### config.mk
export PLATFORM = sky130hd
export DESIGN_NAME = reg_scoreboard_flat
export DESIGN_NICKNAME = d
export VERILOG_FILES = /design/src/rtl/reg_scoreboard_if.sv /design/src/rtl/reg_scoreboard.sv /design/src/flat_wrapper.sv
export SDC_FILE = /design/constraint.sdc
export NUM_CORES = 1
export LEC_CHECK = 0
export BUFFER_PORTS_ARGS = -buffer_cell sky130_fd_sc_hd__clkbuf_2
export CAP_MARGIN = 10
export CORE_MARGIN = 2
export CORE_UTILIZATION = 55
export DETAILED_ROUTE_END_ITERATION = 10
export GPL_TIMING_DRIVEN = 0
export PLACE_DENSITY = 0.77
export SLEW_MARGIN = 20
export SYNTH_ARGS = -nofsm -noshare
export SYNTH_HDL_FRONTEND = slang
export SYNTH_SLANG_ARGS = --single-unit
### constraint.sdc
create_clock -name clk -period 4.76 [get_ports clk]
set_input_delay 0.476 -clock clk [delete_from_list [all_inputs] [get_ports clk]]
set_output_delay 0.476 -clock clk [all_outputs]
set_load 0.1 [all_outputs]
### src/rtl/reg_scoreboard_if.sv
// reg_scoreboard_if: decode/writeback <-> scoreboard signal bundle.
//   master : decode/writeback side (drives issue_* / decode_read_* / wb_*,
//            receives stall, issue_accept, pending_mask, busy, err_underflow)
//   slave  : the scoreboard itself
interface reg_scoreboard_if;
  logic        issue_valid;
  logic        issue_reg_write;
  logic        issue_is_load;
  logic [4:0]  issue_dest;
  logic [4:0]  decode_read_reg1;
  logic [4:0]  decode_read_reg2;
  logic        wb_valid;
  logic        wb_is_load;
  logic [4:0]  wb_dest;
  logic        stall;
  logic        issue_accept;
  logic [31:0] pending_mask;
  logic        busy;
  logic        err_underflow;

  modport master (
    output issue_valid, issue_reg_write, issue_is_load, issue_dest,
           decode_read_reg1, decode_read_reg2,
           wb_valid, wb_is_load, wb_dest,
    input  stall, issue_accept, pending_mask, busy, err_underflow
  );

  modport slave (
    input  issue_valid, issue_reg_write, issue_is_load, issue_dest,
           decode_read_reg1, decode_read_reg2,
           wb_valid, wb_is_load, wb_dest,
    output stall, issue_accept, pending_mask, busy, err_underflow
  );
endinterface

### src/rtl/reg_scoreboard.sv
// reg_scoreboard: tracks in-flight register writes between decode issue and
// writeback, and raises the decode stall that forwarding cannot cover.
//   clk   : rising-edge clock
//   reset : asynchronous active-high reset
//   sb    : reg_scoreboard_if.slave (issue/source/writeback inputs;
//           stall, issue_accept, pending_mask, busy, err_underflow outputs)
// Parameter CNT_W: width of each per-register in-flight counter.
// Build option SCOREBOARD_FWD_EN: when defined, only pending loads stall
// sources (per-register load counters kept); otherwise any pending write does.
module reg_scoreboard #(
  parameter int unsigned CNT_W = 2
) (
  input  logic            clk,
  input  logic            reset,
  reg_scoreboard_if.slave sb
);

  localparam logic [CNT_W-1:0] CNT_MAX = '1;

  // Register 0 carries no state; index 0 of the effective arrays is tied to 0.
  logic [CNT_W-1:0] r_cnt_all [1:31];
  logic [CNT_W-1:0] w_eff_all [32];
  logic [CNT_W-1:0] w_nxt_all [1:31];
  logic [31:0]      w_wb_hit;
  logic [31:0]      w_dec_all;
  logic [31:0]      w_inc_all;
  logic [31:0]      w_pending;
  logic             w_underflow;
  logic             w_haz1;
  logic             w_haz2;
  logic             w_cap;
  logic             w_stall;
  logic             w_accept;
  logic             w_wb_en;
  logic             w_inc_en;
  logic             r_err;

`ifdef SCOREBOARD_FWD_EN
  logic [CNT_W-1:0] r_cnt_load [1:31];
  logic [CNT_W-1:0] w_eff_load [32];
  logic [CNT_W-1:0] w_nxt_load [1:31];
  logic [31:0]      w_dec_load;
  logic [31:0]      w_inc_load;
`else
  logic             w_unused_load;
  assign w_unused_load = sb.issue_is_load ^ sb.wb_is_load;
`endif

  assign w_wb_en = sb.wb_valid && (sb.wb_dest != 5'd0);

  // Effective counts: registered counts after this cycle's writeback
  // (write-first), before this cycle's issue. Decrement of zero is dropped.
  always_comb begin
    w_underflow  = 1'b0;
    w_wb_hit     = '0;
    w_dec_all    = '0;
    w_eff_all[0] = '0;
`ifdef SCOREBOARD_FWD_EN
    w_dec_load    = '0;
    w_eff_load[0] = '0;
`endif
    for (int unsigned r = 1; r < 32; r++) begin
      w_wb_hit[r]  = w_wb_en && (sb.wb_dest == 5'(r));
      w_dec_all[r] = w_wb_hit[r] && (r_cnt_all[r] != '0);
      if (w_wb_hit[r] && (r_cnt_all[r] == '0)) w_underflow = 1'b1;
      w_eff_all[r] = r_cnt_all[r] - CNT_W'(w_dec_all[r]);
`ifdef SCOREBOARD_FWD_EN
      w_dec_load[r] = w_wb_hit[r] && sb.wb_is_load && (r_cnt_load[r] != '0);
      if (w_wb_hit[r] && sb.wb_is_load && (r_cnt_load[r] == '0)) w_underflow = 1'b1;
      w_eff_load[r] = r_cnt_load[r] - CNT_W'(w_dec_load[r]);
`endif
    end
  end

  always_comb begin
`ifdef SCOREBOARD_FWD_EN
    w_haz1 = (sb.decode_read_reg1 != 5'd0) && (w_eff_load[sb.decode_read_reg1] != '0);
    w_haz2 = (sb.decode_read_reg2 != 5'd0) && (w_eff_load[sb.decode_read_reg2] != '0);
`else
    w_haz1 = (sb.decode_read_reg1 != 5'd0) && (w_eff_all[sb.decode_read_reg1] != '0);
    w_haz2 = (sb.decode_read_reg2 != 5'd0) && (w_eff_all[sb.decode_read_reg2] != '0);
`endif
    w_cap   = sb.issue_reg_write && (sb.issue_dest != 5'd0) &&
              (w_eff_all[sb.issue_dest] == CNT_MAX);
    w_stall = sb.issue_valid && (w_haz1 || w_haz2 || w_cap);
  end

  assign w_accept = sb.issue_valid && !w_stall;
  assign w_inc_en = w_accept && sb.issue_reg_write && (sb.issue_dest != 5'd0);

  // Issue and writeback on the same register in one cycle cancel out.
  always_comb begin
    w_inc_all = '0;
`ifdef SCOREBOARD_FWD_EN
    w_inc_load = '0;
`endif
    for (int unsigned r = 1; r < 32; r++) begin
      w_inc_all[r] = w_inc_en && (sb.issue_dest == 5'(r));
      w_nxt_all[r] = r_cnt_all[r] + CNT_W'(w_inc_all[r]) - CNT_W'(w_dec_all[r]);
`ifdef SCOREBOARD_FWD_EN
      w_inc_load[r] = w_inc_all[r] && sb.issue_is_load;
      w_nxt_load[r] = r_cnt_load[r] + CNT_W'(w_inc_load[r]) - CNT_W'(w_dec_load[r]);
`endif
    end
  end

  always_ff @(posedge clk or posedge reset) begin
    if (reset) begin
      for (int unsigned r = 1; r < 32; r++) begin
        r_cnt_all[r] <= '0;
`ifdef SCOREBOARD_FWD_EN
        r_cnt_load[r] <= '0;
`endif
      end
      r_err <= 1'b0;
    end else begin
      for (int unsigned r = 1; r < 32; r++) begin
        r_cnt_all[r] <= w_nxt_all[r];
`ifdef SCOREBOARD_FWD_EN
        r_cnt_load[r] <= w_nxt_load[r];
`endif
      end
      r_err <= r_err | w_underflow;
    end
  end

  always_comb begin
    w_pending = '0;
    for (int unsigned r = 1; r < 32; r++) begin
      w_pending[r] = (r_cnt_all[r] != '0);
    end
  end

  assign sb.stall         = w_stall;
  assign sb.issue_accept  = w_accept;
  assign sb.pending_mask  = w_pending;
  assign sb.busy          = |w_pending;
  assign sb.err_underflow = r_err;

endmodule

### src/flat_wrapper.sv
// flat-port wrapper written by rule: the top's interface ports become plain ports
module reg_scoreboard_flat 
#(
  parameter int unsigned CNT_W = 2
)
  (clk, reset, sb_issue_valid, sb_issue_reg_write, sb_issue_is_load, sb_issue_dest, sb_decode_read_reg1, sb_decode_read_reg2, sb_wb_valid, sb_wb_is_load, sb_wb_dest, sb_stall, sb_issue_accept, sb_pending_mask, sb_busy, sb_err_underflow);
  reg_scoreboard_if sb_i ();
  input  logic clk;
  input  logic reset;
  input wire logic [$bits(sb_i.issue_valid)-1:0] sb_issue_valid;
  input wire logic [$bits(sb_i.issue_reg_write)-1:0] sb_issue_reg_write;
  input wire logic [$bits(sb_i.issue_is_load)-1:0] sb_issue_is_load;
  input wire logic [$bits(sb_i.issue_dest)-1:0] sb_issue_dest;
  input wire logic [$bits(sb_i.decode_read_reg1)-1:0] sb_decode_read_reg1;
  input wire logic [$bits(sb_i.decode_read_reg2)-1:0] sb_decode_read_reg2;
  input wire logic [$bits(sb_i.wb_valid)-1:0] sb_wb_valid;
  input wire logic [$bits(sb_i.wb_is_load)-1:0] sb_wb_is_load;
  input wire logic [$bits(sb_i.wb_dest)-1:0] sb_wb_dest;
  output wire logic [$bits(sb_i.stall)-1:0] sb_stall;
  output wire logic [$bits(sb_i.issue_accept)-1:0] sb_issue_accept;
  output wire logic [$bits(sb_i.pending_mask)-1:0] sb_pending_mask;
  output wire logic [$bits(sb_i.busy)-1:0] sb_busy;
  output wire logic [$bits(sb_i.err_underflow)-1:0] sb_err_underflow;
  assign sb_i.issue_valid = sb_issue_valid;
  assign sb_i.issue_reg_write = sb_issue_reg_write;
  assign sb_i.issue_is_load = sb_issue_is_load;
  assign sb_i.issue_dest = sb_issue_dest;
  assign sb_i.decode_read_reg1 = sb_decode_read_reg1;
  assign sb_i.decode_read_reg2 = sb_decode_read_reg2;
  assign sb_i.wb_valid = sb_wb_valid;
  assign sb_i.wb_is_load = sb_wb_is_load;
  assign sb_i.wb_dest = sb_wb_dest;
  assign sb_stall = sb_i.stall;
  assign sb_issue_accept = sb_i.issue_accept;
  assign sb_pending_mask = sb_i.pending_mask;
  assign sb_busy = sb_i.busy;
  assign sb_err_underflow = sb_i.err_underflow;
  reg_scoreboard #(.CNT_W(CNT_W)) u_core (.clk(clk), .reset(reset), .sb(sb_i));
endmodule
==> results.txt, run 1 <==
The run finished with clean final reports. The area added between synthesis and finish came out at 12.6%. The number of inserted diodes is 0.

Entering global routing, the biggest net connects 43 pins. The count of routing violations after the opening detailed-route iteration came out at between 600 and 700. The number of cells in the design after placement is 868. The number of nets at the end of the flow came out at about 830. The number of synthesized register bits is 63. The mean post-synth cell area came out at 8.35 µm². The CTS root buffer is sky130_fd_sc_hd__clkbuf_8.

The required time at the endpoint of the critical path is between 4000 and 5000 ps. The final critical-path required period came out at 4710 ps. The critical path start-end classification is input pin to output pin. For this block, wires on met1 add up to roughly 8.5 mm. Input and output buffers added on the ports amount to between 50 and 60.

The die extent in y came out at 105 µm. The via count came out at roughly 5600. The detail-routed net length per standard cell came out at roughly 23 µm. The number of top-level design ports is 63. The number of global-route vias before repair is around 5500. The number of endpoints with negative hold slack in the final report is 0. In the detailed route, the total length drawn on met2 is 9.24 mm. The netlist area before placement is 5660 µm².

The worst reg-to-reg setup slack came out at between 700 and 800 ps. The number of levels in the clock H-tree is 3. The maximum frequency from static timing analysis is roughly 0.21 GHz. The area of placed instances came out at a little over 6000 µm². The wire length of the first global-routing pass is 30.7 mm. In the final layout, the share of cells above drive strength 1 is 0.147. Setup repair after global routing could not meet its margin everywhere. The die area came out at roughly 11000 µm². The layout has ~900 filler cells. Clock-pin slew was measured on the worst setup and hold paths at approximately 80 ps. The floorplan has 37 rows. The via density per instance is ~6.3. The number of non-filler instances in the completed layout is slightly below 900.

The number of synthesized flops with an enable pin came out at 0. Clock latency on the worst-skew pair, taken at its later pin, is 360 ps. STA classifies the critical path startpoint as an input pin.

The count of hold buffers inserted by post-cts repair is 0. VDD sags by at most roughly 0.00067 V. The number of distinct library cells after synthesis came out at 66. The number of setup violations in the final report is 0. The worst setup path is captured at an output pin. In this run the top signal layer used is met4. Synthesis handed over a netlist of 678 instances. In the synthesized netlist the async set-or-reset flop fraction comes to 1.00. The data arrival time at the worst-slack endpoint is between 4000 and 5000 ps. The final count of pins violating max slew came out at 0. The first-pass iteration count of the detailed router is 5.

TritonCTS built the clock tree. The total power consumption of the routed design is roughly 4.5 mW. The transition time at the pin with the least slew margin is 917 ps. The number of clock sinks is 63. The DRC violation count after routing is 0. The placeable core region came out at between 10000 and 15000 µm². The worst pin sits at a relative slew slack of 0.386. The maximum buffer depth of the clock tree is 2. The initial antenna violation count is 0. Of all nets on the critical path, the largest fanout is 9.

The number of nets in the synthesized netlist is a little under 800. The buffers inserted during post-CTS setup optimization is 0. The worst hold path belongs to the class input pin to asynchronous set/reset pin. The number of nets with antenna violations after detailed routing is 0. The share of the core filled with cells came out at 0.629. Clock skew on the completed layout was measured at between 10 and 15 ps. For this block, the routed nets add up to around 20 mm of wire. The area of all placed cells without fillers is ~6400 µm².

The total overflow reported by the global router came out at 0. The half-perimeter wire length of the detailed placement result came out at about 16 mm. The total global-route track usage is 0.371. Across the run, the number of max-cap violations was 0. The die is between 100 and 150 µm wide. The Yosys warning count is 0. The part of the cycle the worst path needs came out at 0.990. The number of clock buffers added by TritonCTS is 9. The total met3 wirelength after detailed routing is 1.49 mm. The leakage component of the power is between 2 and 3 nW. For this run, the leading register cell type out of synthesis is sky130_fd_sc_hd__dfrtp_1. The area occupied by registers came out at 1580 µm². At the end of routability-driven placement, the weighted congestion stood at slightly above 1. In this run the power density over the cells is 707 nW/µm². The effective utilization at floorplan came out at 0.559.

The post-synthesis sequential area ratio is 0.278. The footprint of the multi-input gates came out at 3570 µm².
## cells in the mapped netlist, drive strengths merged, types with 3 or more instances
| library cell | instances | share of area |
|---|---|---|
| inv | 101 | 0.067 |
| nor3 | 70 | 0.069 |
| ha | 64 | 0.14 |
| dfrtp | 63 | 0.28 |
| xnor2 | 61 | 0.098 |
| nor2 | 48 | 0.032 |
| nand2 | 38 | 0.025 |
| nand3 | 31 | 0.027 |
| nand4 | 19 | 0.024 |
| a21oi | 16 | 0.014 |
| clkbuf | 14 | 0.0093 |
| nor2b | 14 | 0.015 |
| buf | 13 | 0.016 |
| a31oi | 9 | 0.0099 |
| o21ai | 9 | 0.0080 |
| o211ai | 8 | 0.011 |
| xor2 | 8 | 0.012 |
| nand2b | 7 | 0.0077 |
| o22ai | 7 | 0.0077 |
| a32oi | 5 | 0.0091 |
| mux4 | 4 | 0.016 |
| nand4b | 4 | 0.0062 |
| nor4 | 4 | 0.0044 |
| o2111ai | 4 | 0.0062 |
| o311ai | 4 | 0.0062 |
| or3 | 4 | 0.0044 |
| a32o | 3 | 0.0053 |
| nand3b | 3 | 0.0040 |
| o221a | 3 | 0.0060 |
| o221ai | 3 | 0.0046 |
| o32ai | 3 | 0.0046 |
## metal layers
| layer | vias up | global-route usage |
|---|---|---|
| met5 | - | 0 |
| li1 | 2512 | - |
| met2 | 309 | 0.597 |
| met3 | 56 | 0.0495 |
| met1 | 2720 | 0.498 |
| met4 | 0 | 0.164 |
## registers in the layout, indices dropped and copies added (netlist names)
signal / count
u_core.sb.err_underflow: 1
u_core.r_cnt_all: 62
## critical path, cell delays in order
cell	delay, ps
sky130_fd_sc_hd__clkbuf_1	260
sky130_fd_sc_hd__nor2b_1	280
sky130_fd_sc_hd__nand3_1	510
sky130_fd_sc_hd__nor3_1	320
sky130_fd_sc_hd__ha_1	210
sky130_fd_sc_hd__xnor2_1	170
sky130_fd_sc_hd__a32o_1	270
sky130_fd_sc_hd__or4_1	530
sky130_fd_sc_hd__a2111oi_2	240
sky130_fd_sc_hd__a22oi_1	200
sky130_fd_sc_hd__nand4_4	200
sky130_fd_sc_hd__o21a_1	140
sky130_fd_sc_hd__buf_2	410
## layout make-up
cell class / count / area share
Buffer: 27 / 0.0222
Tap cell: 136 / 0.0267
Timing Repair Buffer: 54 / 0.0469
Inverter: 102 / 0.0604
Clock inverter: 5 / 0.0126
Clock buffer: 11 / 0.0237
Multi-Input combinational cell: 486 / 0.560
Sequential cell: 63 / 0.247
## placed cells by master, fill, tap and decap left out, types with 4 or more instances in the layout
cell type                     n
sky130_fd_sc_hd__nand3_1     30
sky130_fd_sc_hd__nor2_1      47
sky130_fd_sc_hd__nor3_1      62
sky130_fd_sc_hd__nor2b_1     13
sky130_fd_sc_hd__buf_6        4
sky130_fd_sc_hd__o22ai_1      7
sky130_fd_sc_hd__nor4_1       4
sky130_fd_sc_hd__nand4_1     18
sky130_fd_sc_hd__o21ai_0      9
sky130_fd_sc_hd__o211ai_1     8
sky130_fd_sc_hd__nand2b_1     7
sky130_fd_sc_hd__xnor2_1     58
sky130_fd_sc_hd__buf_2        9
sky130_fd_sc_hd__xor2_1       8
sky130_fd_sc_hd__o2111ai_1    4
sky130_fd_sc_hd__a31oi_1      9
sky130_fd_sc_hd__nand4b_1     4
sky130_fd_sc_hd__a21oi_1     16
sky130_fd_sc_hd__dfrtp_1     63
sky130_fd_sc_hd__nor3_2       8
sky130_fd_sc_hd__clkbuf_2    51
sky130_fd_sc_hd__clkbuf_1    14
sky130_fd_sc_hd__mux4_2       4
sky130_fd_sc_hd__inv_1      100
sky130_fd_sc_hd__or3_1        4
sky130_fd_sc_hd__o311ai_0     4
sky130_fd_sc_hd__a32oi_1      4
sky130_fd_sc_hd__clkbuf_8    11
sky130_fd_sc_hd__nand2_1     38
sky130_fd_sc_hd__ha_1        64
## per-stage QoR
stage	setup TNS (ps)	worst slack [ps]	hold WS, ps
4_1_cts	0	55.5	66.8
2_1_floorplan	0	269	486
3_3_place_gp	0	9.92	506
3_5_place_dp	-67.9	-66.6	452
6_report	0	48.7	54.8
5_1_grt	-75.7	-75.7	95.8
## final timing paths
kind / start / endpoint / depth (start not counted)
max in group asynchronous: reset / u_core.r_cnt_all[20] / 3
min in group clk: sb_wb_dest[3] / u_core.sb.err_underflow / 3
worst min-delay path: reset / u_core.r_cnt_all[12] / 2
worst max-delay path: sb_wb_dest[4] / sb_stall / 13
worst max register to register: u_core.r_cnt_all[61] / u_core.r_cnt_all[61] / 14
worst min register to register: u_core.r_cnt_all[61] / u_core.r_cnt_all[61] / 1
## repair_timing
| action | in CTS | in global routing |
|---|---|---|
| setup endpoints to repair | 1 | 2 |
| hold endpoints to repair | 0 | 0 |
| pin swaps | 0 | 1 |
| resized for setup | 1 | 5 |
## cell families after synthesis
logic type	share of synthesized area
fa+ha+maj	0.141
compound gates	0.120
xor+xnor	0.111
flops	0.278
other cells	0.000662
simple gates	0.239
mux	0.0177
buf+inv	0.0926
## where the power goes
group | total, mW | leakage, nW | internal, mW | switching [mW]
Sequential | 0.953 | 0.762 | 0.783 | 0.171
Combinational | 2.99 | 2.07 | 0.674 | 2.32
Clock | 0.564 | 0.112 | 0.323 | 0.241
Total | 4.51 | 2.95 | 1.78 | 2.73
Power figures use the tool's default switching activity.
==> run 2, diff against run 1 <==
--- a/config.mk
+++ b/config.mk
@@ -8,10 +8,10 @@
 export BUFFER_PORTS_ARGS = -buffer_cell sky130_fd_sc_hd__clkbuf_2
 export CAP_MARGIN = 10
 export CORE_MARGIN = 2
-export CORE_UTILIZATION = 55
+export CORE_UTILIZATION = 40
 export DETAILED_ROUTE_END_ITERATION = 10
 export GPL_TIMING_DRIVEN = 0
-export PLACE_DENSITY = 0.77
+export PLACE_DENSITY = 0.59
 export SLEW_MARGIN = 20
 export SYNTH_ARGS = -nofsm -noshare
 export SYNTH_HDL_FRONTEND = slang
==> results.txt, run 2 (synthesis gave the netlist of run 1 again) <==
The run finished with clean final reports. The kind of start point of the critical path is an input pin. The area occupied by registers is 1580 µm² (unchanged). The peak ir drop on the vdd network came to 0.000430 V (-35%). The slowest stage of the critical path belongs to the cell sky130_fd_sc_hd__nand4_1. The delay contributed by the slowest stage of the critical path came out at 570 ps (+40 ps). The number of buffers inserted during clock tree synthesis came out at 9 (unchanged).

The floorplan row count is 43 (+16%). The number of nets at the end of the flow came out at 834 (unchanged). The register with the most flip-flops in the final layout is u_core.r_cnt_all.

The die extent in y is 123 µm (+17%). The detail-routed net length per standard cell came to 22.1 µm (-2.4%). The total overflow reported by the global router is 0 (unchanged). The via count came to 5452 (-2.6%). The worst slack on hold paths is 82.3 ps (+27.6 ps).

The required time at the endpoint of the critical path came out at 4280 ps (about the same). The number of setup violations in the final report came to 0 (unchanged). The first-pass iteration count of the detailed router came out at 5 (unchanged). The total power divided by cell area came out at 721 nW/µm² (+2.0%).

The most common library cell in the layout ignoring fill and taps is sky130_fd_sc_hd__inv_1. The number of cells in the design after placement is 912 (+5.1%). The number of clock sinks is 63 (unchanged). The number of global-route vias before repair is 5417 (-1.8%).

The total routed wirelength is 20.6 mm (+2.5%). The data arrival time at the worst-slack endpoint is 4090 ps (-150 ps). The initial antenna violation count was 1 (+1). The number of I/O port buffers is 53 (unchanged). Traced cell by cell, the critical path runs through clkbuf_2 -> clkbuf_1 -> nand4_1 -> nor3_1 -> ha_1 -> xor2_1 -> o22ai_1 -> or4_1 -> a2111oi_2 -> a22oi_1 -> nand4_4 -> o21a_1 -> buf_2. The count of routing violations after the opening detailed-route iteration came out at 589 (-5.5%). The final count of pins violating max slew is 0 (unchanged). The number of nets with antenna violations after detailed routing is 0 (unchanged). The total global-route track usage was 0.284 (-0.0867). From synthesis to final layout, the design area changed by 15.3%. The number of endpoints with negative hold slack in the final report was 0 (unchanged). The number of inserted filler cells in the final layout came out at 1398 (+53%). The transition time at the pin with the least slew margin came out at 727 ps (-190 ps).

The part of the cycle the worst path needs is 0.959 (-0.0307). The maximum frequency from static timing analysis came out at 0.219 GHz (+3.2%). The reported max-cap violation count is 0 (unchanged). The critical path is of the input pin to output pin type.

The clock-pin slew reported for the worst setup and hold paths after clock tree synthesis came out at 60 ps (-20 ps). The highest fanout seen on the critical path was 10 (+1). The die area came out at 15100 µm² (+36%). The CTS root buffer is sky130_fd_sc_hd__clkbuf_16. The total negative slack is 0 ps (unchanged). The die width was 123 µm (+17%). The maximum buffer depth of the clock tree is 2 (unchanged). The max-slew headroom at the worst pin is 0.514 (+0.127). The clock insertion delay at the later pin of the skew report came to 350 ps (about the same).

TritonCTS built the clock tree. Leaving out fill and tap cells, the most frequent cells in the layout are sky130_fd_sc_hd__inv_1 (100), sky130_fd_sc_hd__ha_1 (64), sky130_fd_sc_hd__dfrtp_1 (63), sky130_fd_sc_hd__nor3_1 (61), sky130_fd_sc_hd__xnor2_1 (58). The placeable core region came out at 13900 µm² (+37%). The count of hold buffers inserted by post-cts repair is 0 (unchanged). The effective utilization at floorplan is 0.408 (-0.151). The leakage component of the power came out at 3.00 nW (+1.8%).

The DRC violation count after routing came out at 0 (unchanged). The routability-driven placement congestion ratio is 0.996 (-1.1%). The worst reg-to-reg setup slack is 750 ps (+40 ps). The wire length of the first global-routing pass is 31.5 mm (+2.6%).

The number of flip-flops under the largest register name is 62 (unchanged). The largest net degree at the start of global routing came out at 45 (+4.7%). The footprint of the multi-input gates is 3580 µm² (+0.28%).

The half-perimeter wire length of the detailed placement result is 16.5 mm (+3.9%). The final critical-path required period was 4570 ps (-146 ps). The path class of the tightest hold or removal check is input pin to asynchronous set/reset pin. The kind of capture point of the worst setup path is an output pin. The via density per instance came out at 5.88 (-7.2%).

The number of non-filler instances in the completed layout is 928 (+5.0%). The number of top-level design ports was 63 (unchanged). The number of levels in the clock H-tree came out at 3 (unchanged).

The ratio of cells with drive above 1 in the final layout came out at 0.147 (+0.000197). The maximum clock skew at final layout is 7.37 ps (-6.11 ps).
[run 2: final timing paths]
kind	from	to	depth (start not counted)
worst max register to register	u_core.r_cnt_all[61]	u_core.r_cnt_all[61]	14
worst max-delay path	sb_wb_dest[0]	sb_stall	13
max in group asynchronous	reset	u_core.r_cnt_all[55]	3
min in group clk	u_core.r_cnt_all[61]	u_core.r_cnt_all[61]	1
worst min-delay path	reset	u_core.r_cnt_all[11]	2
worst min register to register	u_core.r_cnt_all[61]	u_core.r_cnt_all[61]	1
[run 2: through the flow]
| stage | power, mW | area, µm² | setup WS (ps) | util |
|---|---|---|---|---|
| after floorplan | 3.26 | 5670 | 269 | - |
| after global routing | 4.96 | 6530 | -3.82 | 0.470 |
| after CTS | 4.69 | 6510 | 52.6 | 0.469 |
| after global placement | 3.90 | 6160 | -62.2 | 0.443 |
| final | 4.71 | 6530 | 195 | 0.471 |
| after detailed placement | 3.96 | 6190 | -115 | 0.446 |
[run 2: area by class of cell]
cell class,count,share of cell area
inverters,102,0.0590
repair buffers,55,0.0473
flip-flops and latches,63,0.241
clock buffers,11,0.0372
diodes,1,0.000383
plain buffers,26,0.0211
well taps,180,0.0345
multi-input cells,486,0.548
clock inverters,4,0.0107
[run 2: repair_timing]
action                     in CTS  in global routing
setup buffers                   0                  1
pin swaps                       0                  1
hold endpoints to repair        0                  0
gates resized for setup         2                  5
setup endpoints to repair       1                  2
[run 2: worst max-delay path: cells and delay by family]
kind                     cells  cell delay, ps
AND/OR/NAND/NOR              4            1590
buffers and inverters        3             820
AO/OA/AOI/OAI                4             690
XOR/XNOR                     1             260
adder cells (fa/ha/maj)      1             250
[run 2: metal layers]
layer  routed length (µm)  GRT usage  vias up
met2                 9360      0.451      271
met5                    0          0        -
met3                 1520     0.0411       52
met4                  706      0.126        0
met1                 8970      0.383     2618
li1                     -          -     2511
[run 2: report_power, final]
part	switching [mW]	internal, mW
clock network	0.255	0.468
logic	2.36	0.677
registers	0.167	0.785
total	2.78	1.93
==> run 3, diff against run 2 <==
--- a/config.mk
+++ b/config.mk
@@ -8,10 +8,10 @@
 export BUFFER_PORTS_ARGS = -buffer_cell sky130_fd_sc_hd__clkbuf_2
 export CAP_MARGIN = 10
 export CORE_MARGIN = 2
-export CORE_UTILIZATION = 40
+export CORE_UTILIZATION = 41
 export DETAILED_ROUTE_END_ITERATION = 10
 export GPL_TIMING_DRIVEN = 0
-export PLACE_DENSITY = 0.59
+export PLACE_DENSITY = 0.6
 export SLEW_MARGIN = 20
 export SYNTH_ARGS = -nofsm -noshare
 export SYNTH_HDL_FRONTEND = slang
==> results.txt, run 3 (synthesis gave the netlist of run 1 again) <==
The met3 track utilization from global routing is 0.0493 (+0.00829). The number of endpoints with negative hold slack in the final report is 0 (unchanged). The die width came to 122 µm (-1.2%). The transition time at the pin with the least slew margin is 813 ps (+86.4 ps). The pre-CTS setup slack is -81.3 ps (+33.7 ps).

TritonCTS built the clock tree. The maximum buffer depth of the clock tree is 2 (unchanged). The area of all placed cells without fillers is 6510 µm² (-0.38%). The total power divided by cell area was 716 nW/µm² (-0.76%). The number of flip-flops under the largest register name came out at 62 (unchanged). The number of nets with antenna violations after detailed routing came out at 0 (unchanged). The half-perimeter wire length of the detailed placement result came out at 16.6 mm (+0.84%). The buffers inserted during post-CTS setup optimization came out at 0 (unchanged). The clock insertion delay at the later pin of the skew report came out at 350 ps (about the same). The least setup slack across all paths after layout is 145 ps (-50.0 ps). Compared with the post-synthesis result, the final layout area differs by 14.9%. The reg-to-reg critical path endpoint is u_core.r_cnt_all[61].

The via count was 5484 (+0.59%). The delay contributed by the slowest stage of the critical path came out at 610 ps (+40 ps). Setup repair after global routing left no endpoint under its margin. The number of clock sinks is 63 (unchanged).

The first-pass iteration count of the detailed router came out at 6 (+1). The initial antenna violation count is 0 (-1). The effective utilization at floorplan is 0.424 (+0.0163). The maximum clock skew at final layout is 6.91 ps (-0.455 ps). The die extent in y is 122 µm (-1.2%). The data arrival time at the worst-slack endpoint came to 4140 ps (+50 ps). The total routed wirelength is 20.7 mm (+0.48%).

The max-slew headroom at the worst pin is 0.456 (-0.0578). The routability-driven placement congestion ratio is 1.04 (+4.2%). The kind of capture point of the worst setup path is an output pin. The floorplan row count is 42 (-2.3%). By startpoint and endpoint, the worst setup path is classified as input pin to output pin. The number of setup violations in the final report came to 0 (unchanged). The slowest stage of the critical path belongs to the cell sky130_fd_sc_hd__or4_1. The number of inserted diodes is 0 (-1). The highest fanout seen on the critical path is 9 (-1).

The number of levels in the clock H-tree was 3 (unchanged). The part of the cycle the worst path needs came out at 0.970 (+0.0105). The global-route met1 utilization was 0.394 (+0.0105). The count of routing violations after the opening detailed-route iteration is 629 (+6.8%). The path type of the worst min-delay path is input pin to asynchronous set/reset pin. The leakage component of the power came out at 2.99 nW (-0.36%).

The peak ir drop on the vdd network is 0.000882 V (+110%). The total overflow reported by the global router is 0 (unchanged). The wire length of the first global-routing pass was 31.4 mm (-0.24%). The worst reg-to-reg setup slack came out at 810 ps (+60 ps).

The via density per instance came to 5.94 (+1.0%). The number of cells on the worst reg-to-reg path came out at 14 (unchanged). More flip-flops sit in one register than any other, and that register is u_core.r_cnt_all. The number of buffers inserted during clock tree synthesis came out at 9 (unchanged). The flow ran to the end, and the final reports show no timing, DRC or antenna violations. The top cell types in the final layout, fill and taps aside, are sky130_fd_sc_hd__inv_1 (100), sky130_fd_sc_hd__ha_1 (64), sky130_fd_sc_hd__dfrtp_1 (63), sky130_fd_sc_hd__nor3_1 (62), sky130_fd_sc_hd__xnor2_1 (58). The library cell used most frequently in the layout, excluding fill and tap cells, is sky130_fd_sc_hd__inv_1. The number of top-level design ports came out at 63 (unchanged). The DRC violation count after routing came out at 0 (unchanged). The placeable core region is 13300 µm² (-3.8%). The required time at the endpoint of the critical path is 4280 ps (about the same). In this run the worst setup path terminates at sb_stall. The ratio of cells with drive above 1 in the final layout is 0.148 (+0.00114). The maximum frequency from static timing analysis is 0.217 GHz (-1.1%). The number of inserted filler cells in the final layout came out at 1348 (-3.6%). The detail-routed net length per standard cell is 22.3 µm (+0.91%). The number of global-route vias before repair was 5426 (+0.17%). The final count of pins violating max slew came out at 0 (unchanged). The area of placed instances is 6170 µm² (-0.20%). The critical path goes through clkbuf_1 -> nor2b_1 -> nand2_2 -> nor3_1 -> ha_1 -> xnor2_1 -> a32o_1 -> or4_1 -> a2111oi_2 -> a22oi_1 -> nand4_4 -> o21a_1 -> clkbuf_4. In this run the clock root is driven by a sky130_fd_sc_hd__clkbuf_16. The worst register-to-register path begins at u_core.r_cnt_all[30]. The met2 track demand over resource was 0.459 (+0.00761). The number of nets at the end of the flow came out at 834 (unchanged). The number of I/O port buffers is 53 (unchanged). The largest net degree at the start of global routing is 36 (-20%). After global routing, the most crowded layer is met2.

The total global-route track usage is 0.292 (+0.00822). The kind of start point of the critical path is an input pin. The worst setup path startpoint is sb_wb_dest[4]. The clock-pin slew reported for the worst setup and hold paths after clock tree synthesis was 50 ps (about the same). The final critical-path required period is 4620 ps (+50.0 ps). The reported max-cap violation count came out at 0 (unchanged).

The die area is 14800 µm² (-2.4%).
==> run 3: cell count changes in the layout (fill, tap and decap cells not counted), sizes merged <==
cell / change
bufinv: -1
diode: -1
clkbuf: +2
buf: -1
clkinv: +1
==> run 3: how the worst min path moves through the flow <==
stage | end | slack (ps)
floorplan | u_core.r_cnt_all[61] | 490
finish | u_core.r_cnt_all[8] | 110
detailed placement | u_core.r_cnt_all[8] | 490
global placement | u_core.r_cnt_all[61] | 510
global route | u_core.r_cnt_all[8] | 150
CTS | u_core.r_cnt_all[8] | 120
==> run 3: report_power, final <==
part           switching (mW)  total [mW]  internal [mW]
clock network           0.257       0.674          0.417
registers               0.168       0.953          0.785
logic                    2.35        3.03          0.679
total                    2.78        4.66           1.88
==> run 3: area by class of cell <==
cell class	count	area, µm²	share of cell area
well taps	176	220	0.0338
repair buffers	54	298	0.0458
plain buffers	27	143	0.0219
inverters	102	385	0.0592
multi-input cells	486	3590	0.552
clock buffers	12	246	0.0379
flip-flops and latches	63	1580	0.242
clock inverters	4	45.0	0.00692
==> run 3: per-stage QoR <==
step | utilization | hold WS (ps) | instances | setup TNS, ps | total power [mW]
4_1_cts | 0.485 | 121 | 924 | 0 | 4.64
3_5_place_dp | 0.463 | 492 | 908 | -159 | 3.95
6_report | 0.487 | 110 | 924 | 0 | 4.66
3_3_place_gp | 0.461 | 505 | 907 | -160 | 3.90
2_1_floorplan | - | 486 | 678 | 0 | 3.26
5_1_grt | 0.487 | 146 | 924 | 0 | 4.89
==> run 3: worst max-delay path: cells and delay by family <==
kind / cells / cell delay (ps)
adders and majority gates: 1 / 190
AOI/OAI and AO/OA: 4 / 940
xor gates and xnor gates: 1 / 200
buffers and inverters: 2 / 590
and+or+nand+nor: 5 / 1740
==> run 3: repair_timing <==
item	in CTS	in global routing
setup endpoints to repair	2	2
hold buffers	0	0
resized for setup	3	11
==> run 3: metal layers <==
| metal | up-vias | wire, µm |
|---|---|---|
| met4 | 0 | 754 |
| met2 | 278 | 9240 |
| met3 | 47 | 1660 |
| met1 | 2655 | 8990 |
| met5 | - | 0 |
| li1 | 2504 | - |
